--- config.mk ---
export PLATFORM = sky130hd
export DESIGN_NAME = fp_minmax_pipe
export DESIGN_NICKNAME = d
export VERILOG_FILES = /design/src/rtl/fp_alu_pkg.sv /design/src/rtl/fp_cmp_core.sv /design/src/rtl/fp_minmax_pipe.sv
export SDC_FILE = /design/constraint.sdc
export NUM_CORES = 1
export LEC_CHECK = 0
export ABC_AREA = 1
export BUFFER_PORTS_ARGS = -buffer_cell sky130_fd_sc_hd__clkbuf_2
export CELL_PAD_IN_SITES_DETAIL_PLACEMENT = 0
export CELL_PAD_IN_SITES_GLOBAL_PLACEMENT = 1
export CORE_MARGIN = 2
export CORE_UTILIZATION = 46
export CTS_CLUSTER_SIZE = 40
export DETAILED_ROUTE_END_ITERATION = 12
export PLACE_DENSITY_LB_ADDON = 0.25
export SKIP_CTS_REPAIR_TIMING = 1
export SLEW_MARGIN = 25
export SYNTH_ARGS = -nofsm -noshare
export SYNTH_HDL_FRONTEND = slang
export SYNTH_SLANG_ARGS = --single-unit
--- constraint.sdc ---
create_clock -name CLK -period 6.37 [get_ports CLK]
set_input_delay 1.274 -clock CLK [delete_from_list [all_inputs] [get_ports CLK]]
set_output_delay 1.274 -clock CLK [all_outputs]
set_load 0.02 [all_outputs]
--- src/rtl/fp_alu_pkg.sv ---
// fp_alu_pkg: shared field slicing, classification and constants for the floating ALU
package fp_alu_pkg;
  localparam int FPW = 64;
  typedef logic [FPW-1:0] fpw_t;
  localparam logic FUNCT_MIN = 1'b0;
  localparam logic FUNCT_MAX = 1'b1;
  typedef struct packed {
    logic is_nan;
    logic is_snan;
    logic sign;
  } fp_class_t;
  function automatic fpw_t fp_ones(int n);
    return (fpw_t'(1) << n) - fpw_t'(1);
  endfunction
  function automatic fpw_t fp_man(fpw_t x, int man_w);
    return x & fp_ones(man_w);
  endfunction
  function automatic fpw_t fp_exp(fpw_t x, int exp_w, int man_w);
    return (x >> man_w) & fp_ones(exp_w);
  endfunction
  function automatic logic fp_sign(fpw_t x, int exp_w, int man_w);
    fpw_t s = x >> (exp_w + man_w);
    return s[0];
  endfunction
  function automatic fpw_t fp_canon_nan(int exp_w, int man_w);
    return (fp_ones(exp_w) << man_w) | (fpw_t'(1) << (man_w - 1));
  endfunction
  function automatic fp_class_t fp_classify(fpw_t x, int exp_w, int man_w);
    fpw_t m = fp_man(x, man_w);
    fpw_t q = m >> (man_w - 1);
    fp_class_t c;
    c.sign    = fp_sign(x, exp_w, man_w);
    c.is_nan  = (fp_exp(x, exp_w, man_w) == fp_ones(exp_w)) && (m != '0);
    c.is_snan = c.is_nan & ~q[0];
    return c;
  endfunction
endpackage

--- src/rtl/fp_cmp_core.sv ---
// fp_cmp_core: combinational total-order compare and min/max select with NaN handling
module fp_cmp_core
  import fp_alu_pkg::*;
#(
  parameter int EXP_W = 8,
  parameter int MAN_W = 23,
  parameter int XLEN  = 1 + EXP_W + MAN_W
) (
  input  logic [XLEN-1:0] a_i,
  input  logic [XLEN-1:0] b_i,
  input  fp_class_t       a_cls_i,
  input  fp_class_t       b_cls_i,
  input  logic            funct_i,
  output logic [XLEN-1:0] res_o,
  output logic            nv_o
);
  logic lt;
  // Sign decides first (-0 < +0); magnitudes compare as integers, reversed when negative
  always_comb begin
    lt = (a_cls_i.sign != b_cls_i.sign) ? a_cls_i.sign :
         a_cls_i.sign ? (a_i[XLEN-2:0] > b_i[XLEN-2:0]) : (a_i[XLEN-2:0] < b_i[XLEN-2:0]);
    res_o = (a_cls_i.is_nan & b_cls_i.is_nan) ? XLEN'(fp_canon_nan(EXP_W, MAN_W)) :
            a_cls_i.is_nan ? b_i :
            b_cls_i.is_nan ? a_i :
            (lt ^ (funct_i == FUNCT_MAX)) ? a_i : b_i;
    nv_o = a_cls_i.is_snan | b_cls_i.is_snan;
  end
endmodule

--- src/rtl/fp_minmax_pipe.sv ---
// fp_minmax_pipe: two-stage pipelined FP min/max with streaming reduction and valid/ready
module fp_minmax_pipe
  import fp_alu_pkg::*;
#(
  parameter int EXP_W = 8,
  parameter int MAN_W = 23,
  parameter int XLEN  = 1 + EXP_W + MAN_W
) (
  input  logic            CLK,
  input  logic            rst_n,
  input  logic            En,
  input  logic            in_valid,
  output logic            in_ready,
  input  logic [XLEN-1:0] frs1,
  input  logic [XLEN-1:0] frs2,
  input  logic            Funct,
  input  logic            Reduce,
  input  logic            Last,
  output logic            out_valid,
  input  logic            out_ready,
  output logic [XLEN-1:0] OUT_MIN_MAX,
  output logic            NV
);
  logic            s1_valid_q, s1_valid_d, s1_funct_q, s1_funct_d;
  logic            s1_reduce_q, s1_reduce_d, s1_last_q, s1_last_d;
  logic [XLEN-1:0] s1_a_q, s1_a_d, s1_b_q, s1_b_d;
  fp_class_t       s1_cls_a_q, s1_cls_a_d, s1_cls_b_q, s1_cls_b_d;
  logic            out_valid_q, out_valid_d, nv_q, nv_d;
  logic [XLEN-1:0] out_q, out_d, acc_q, acc_d;
  logic            acc_nv_q, acc_nv_d, acc_live_q, acc_live_d;
  logic            adv, emit, core_nv, acc_nv_next;
  logic [XLEN-1:0] b_mux, res;
  fp_class_t       acc_cls, b_cls;
  assign adv         = ~out_valid_q | out_ready;
  assign in_ready    = rst_n & En & adv;
  assign out_valid   = out_valid_q;
  assign OUT_MIN_MAX = out_q;
  assign NV          = nv_q;
  assign acc_cls     = fp_classify(fpw_t'(acc_q), EXP_W, MAN_W);
  // A fresh burst compares the element with itself: yields the element, or canonical NaN if NaN
  assign b_mux = s1_reduce_q ? (acc_live_q ? acc_q : s1_a_q) : s1_b_q;
  assign b_cls = s1_reduce_q ? (acc_live_q ? acc_cls : s1_cls_a_q) : s1_cls_b_q;
  assign emit        = s1_valid_q & (~s1_reduce_q | s1_last_q);
  assign acc_nv_next = (acc_live_q & acc_nv_q) | core_nv;
  fp_cmp_core #(.EXP_W(EXP_W), .MAN_W(MAN_W), .XLEN(XLEN)) u_core (
    .a_i(s1_a_q), .b_i(b_mux), .a_cls_i(s1_cls_a_q), .b_cls_i(b_cls),
    .funct_i(s1_funct_q), .res_o(res), .nv_o(core_nv)
  );
  // Next state: both stages move together on adv; En low flushes valids and the accumulator
  always_comb begin
    s1_valid_d  = s1_valid_q;
    s1_a_d      = s1_a_q;
    s1_b_d      = s1_b_q;
    s1_funct_d  = s1_funct_q;
    s1_reduce_d = s1_reduce_q;
    s1_last_d   = s1_last_q;
    s1_cls_a_d  = s1_cls_a_q;
    s1_cls_b_d  = s1_cls_b_q;
    out_valid_d = out_valid_q;
    out_d       = out_q;
    nv_d        = nv_q;
    acc_d       = acc_q;
    acc_nv_d    = acc_nv_q;
    acc_live_d  = acc_live_q;
    if (!En) begin
      s1_valid_d  = 1'b0;
      out_valid_d = 1'b0;
      acc_live_d  = 1'b0;
    end else if (adv) begin
      s1_valid_d  = in_valid;
      s1_a_d      = frs1;
      s1_b_d      = frs2;
      s1_funct_d  = Funct;
      s1_reduce_d = Reduce;
      s1_last_d   = Last;
      s1_cls_a_d  = fp_classify(fpw_t'(frs1), EXP_W, MAN_W);
      s1_cls_b_d  = fp_classify(fpw_t'(frs2), EXP_W, MAN_W);
      out_valid_d = emit;
      if (emit) begin
        out_d = res;
        nv_d  = s1_reduce_q ? acc_nv_next : core_nv;
      end
      if (s1_valid_q & s1_reduce_q) begin
        acc_d      = res;
        acc_nv_d   = acc_nv_next;
        acc_live_d = ~s1_last_q;
      end
    end
  end
  // State registers with asynchronous active-low reset
  always_ff @(posedge CLK or negedge rst_n) begin
    if (!rst_n) begin
      s1_valid_q  <= 1'b0;
      s1_a_q      <= '0;
      s1_b_q      <= '0;
      s1_funct_q  <= 1'b0;
      s1_reduce_q <= 1'b0;
      s1_last_q   <= 1'b0;
      s1_cls_a_q  <= '0;
      s1_cls_b_q  <= '0;
      out_valid_q <= 1'b0;
      out_q       <= '0;
      nv_q        <= 1'b0;
      acc_q       <= '0;
      acc_nv_q    <= 1'b0;
      acc_live_q  <= 1'b0;
    end else begin
      s1_valid_q  <= s1_valid_d;
      s1_a_q      <= s1_a_d;
      s1_b_q      <= s1_b_d;
      s1_funct_q  <= s1_funct_d;
      s1_reduce_q <= s1_reduce_d;
      s1_last_q   <= s1_last_d;
      s1_cls_a_q  <= s1_cls_a_d;
      s1_cls_b_q  <= s1_cls_b_d;
      out_valid_q <= out_valid_d;
      out_q       <= out_d;
      nv_q        <= nv_d;
      acc_q       <= acc_d;
      acc_nv_q    <= acc_nv_d;
      acc_live_q  <= acc_live_d;
    end
  end
endmodule

==> run_results.csv <==
group,metric,value,unit
critical_path,slowest_stage,"clkinv_1",
placed_design,placed_area,8254,sq um
worst_hold_path,holdCritPathClass,"reg2reg",
global_route,track_usage,0.2643,
cts,cts_buffers,17,
critical_path,worstPathRequired,6.73,ns
timing,clock_skew,0.005909,ns
die,dieArea,17610,sq um
critical_path,cp_slowest_stage_delay,0.91,ns
critical_path,timing_worst_setup_path_type,"reg2reg",
global_route,grt_max_degree,73,
detailed_routing,dr.pass1.iters,5,
die,rows,47,
detailed_routing,drtIter0Drc,512,
die,core_area,16410,sq um
detailed_routing,drc,0,
pwr,power_leakage,4.702,nW
timing,layout_worst_path_cycle_share,0.7742,
critical_path,path_max_fanout,43,
timing,hold_viol_final,0,
final_layout,fill_cells,1636,
global_route,grt.overflow.total,0,
critical_path,arrival,5.30,ns
timing,clock.fmax,202.8,MHz
final_layout,stdcell_area,8842,sq um
yosys,synth_top_area_share,0.4597,
yosys,async_flop_share,1.000,
detailed_routing,vias,6985,
yosys,avgSynthCellArea,7.531,sq um
critical_path,crit_family,"simple AND/OR/NAND/NOR gates",
critical_path,cp-start-kind,"flip-flop",
cts,clk_path_buf_depth,2,
yosys,syn-cell-area,7621,sq um
timing,slew_headroom,0.3396,
cts,clkLatencyLatePin,0.43,ns
global_route,antenna_found_initial,0,
job,drv_cap,0,
yosys,yosysMostFrequentCell,"nand2_1",
pwr,p_per_area,348.9,nW/um^2
global_route,grt_pass1_vias,6471,
detailed_routing,viasPerCell,5.276,
cts,cts_sinks,140,
placed_design,place_hpwl,15350,um
yosys,syn_inst,1012,
placed_design,port_buffers,106,
yosys,synth_top_cells_by_count,"347 x nand2_1, 140 x dfrtp_1, 114 x o21ai_0",
final_layout,post-route-util,0.5389,
yosys,yosysWarnings,0,
final_layout,antennaDiodeCount,0,
timing,drv_slew,0,
timing,worst_slew_pin_slew,0.9845,ns
timing,setup_viol,0,
yosys,synthTopCellsByArea,"dfrtp_1 46%, nand2_1 17%, o21ai_0 7.5%",
critical_path,worstSetupEndpointType,"flip-flop",
final_layout,multi_input_area,3442,sq um
cts,root_buffer,"clkbuf_16",
detailed_routing,ant_nets,0,
pwr,irDropWorstVdd,0.0002086,V
yosys,ys_seq_area_frac,0.4597,
cts,cts_tree,"built",
die,fp.dieH,132.7,um
yosys,syn_nets,1115,
status,status,"finished clean",
final_layout,area_growth,16.02,%
yosys,synth_edf_count,0,
detailed_routing,finalWirelength,22340,um
yosys,synth_ff_type,"dfrtp_1",
timing,rsz0062_at_grt,"false",
critical_path,rrSetupSlack,1.44,ns
die,start_util,0.4645,
placed_design,gp_congestion,0.8709,
critical_path,crit_top_cell,"nand2_1",
final_layout,nets,1194,
timing,period_minus_slack,4.932,ns
detailed_routing,avgRoutedWirePerCell,16.87,um
die,io_pins,107,
final_layout,drive_above_1_share,0.1422,
final_layout,seqCellArea,3503,sq um
die,die_w,132.7,um
yosys,synthDistinctLibCells,35,
critical_path,crit_chain,"buf_4 -> clkinv_1 -> a21oi_1 -> o21ai_0 -> o21ai_0 -> ha_1 -> nand2_1 -> inv_1 -> a21oi_1 -> nand2_1 -> nand2_1 -> nand2_1 -> nand2_1 -> nand2_1 -> nand2_1 -> nand2_1 -> nand3_1 -> nand3_4 -> nand2_4 -> nand2_1 -> nand3_1 -> nand2_1 -> nand2_1",
global_route,grt_pass1_wl,35910,um
cts,h-tree-depth,4,
yosys,synth_seq_cells,140,
timing,setup_tns,0,ns
cts,path_clk_slew,0.06,ns
critical_path,path_buf_inv,3,
yosys,yosys.area.top_type,"dfrtp_1",
## cell type report
cell class	count	area share
repair buffers	116	0.07146
clock inverters	7	0.007075
multi-input cells	701	0.3893
flip-flops and latches	140	0.3962
well taps	220	0.03113
clock buffers	25	0.05604
inverters	115	0.04882
## state kept, by name, indices dropped and copies added, names as in the netlist
| name | cells |
|---|---|
| s1_b_q | 32 |
| acc_q | 32 |
| s1_last_q | 1 |
| s1_funct_q | 1 |
| s1_reduce_q | 1 |
| s1_cls_b_q | 2 |
| acc_nv_q | 1 |
| s1_a_q | 32 |
| acc_live_q | 1 |
| OUT_MIN_MAX | 32 |
| out_valid | 1 |
| s1_valid_q | 1 |
| NV | 1 |
| s1_cls_a_q | 2 |
## cell families (layout without fill, tap and decap cells)
family / Yosys count / in the layout / synth area share
flip-flops: 140 / 140 / 0.4597
AO/OA/AOI/OAI: 161 / 161 / 0.1113
adder cells (fa/ha/maj): 32 / 32 / 0.05221
buffers and inverters: 171 / 263 / 0.08997
AND/OR/NAND/NOR: 508 / 508 / 0.2868
## final timing paths
| kind | from | end | depth (start not counted) |
|---|---|---|---|
| worst min register to register | acc_q[31]$_DFFE_PN0P_ | acc_q[31]$_DFFE_PN0P_ | 2 |
| max in group asynchronous | rst_n | acc_q[21]$_DFFE_PN0P_ | 3 |
| worst min-delay path | acc_q[31]$_DFFE_PN0P_ | acc_q[31]$_DFFE_PN0P_ | 2 |
| worst max register to register | s1_reduce_q$_DFFE_PN0P_ | OUT_MIN_MAX[25]$_DFFE_PN0P_ | 23 |
| min in group asynchronous | rst_n | s1_a_q[26]$_DFFE_PN0P_ | 1 |
| worst max-delay path | s1_reduce_q$_DFFE_PN0P_ | OUT_MIN_MAX[25]$_DFFE_PN0P_ | 23 |
## power by group
part	internal (mW)	switching (mW)
sequential	1.10	0.161
combinational	0.295	0.587
clock	0.575	0.370
total	1.97	1.12
## metal layers
layer	GRT usage	routed length (um)	up-vias
met5	0	0	-
met2	0.3780	9388	278
met3	0.04636	1555	32
met4	0.09797	545	0
li1	-	-	3475
met1	0.4000	10850	3200
## per-stage QoR
stage	hold slack, ns	total power, mW	setup slack, ns	std cells
after CTS	0.4757	3.092	1.746	1323
after global placement	0.4607	2.133	1.881	1291
final	0.4737	3.085	1.438	1324
after global routing	0.4885	3.278	0.9383	1324
after floorplan	0.4436	1.835	2.882	1012
after detailed placement	0.4604	2.140	1.780	1291
## layout by cell type, fill, tap and decap left out, drive strengths merged, types with 2 or more instances in the layout
cell,count
nand2,349
buf,11
a21o,2
nand4,61
dfrtp,140
inv,111
clkinv,9
or2,2
o211ai,8
nor3,3
nor2,31
o21ai,116
nand3,53
a21oi,30
clkbuf,130
o31ai,2
nor4,7
ha,31
## worst reg2reg max path: cells and delay by family (launching register included)
| kind | cells | cell delay (ns) |
|---|---|---|
| buf+inv | 3 | 1.37 |
| fa+ha+maj | 1 | 0.30 |
| simple gates | 15 | 2.08 |
| compound gates | 4 | 0.81 |
| flops | 1 | 0.32 |
(Power assumes the default switching activity.)
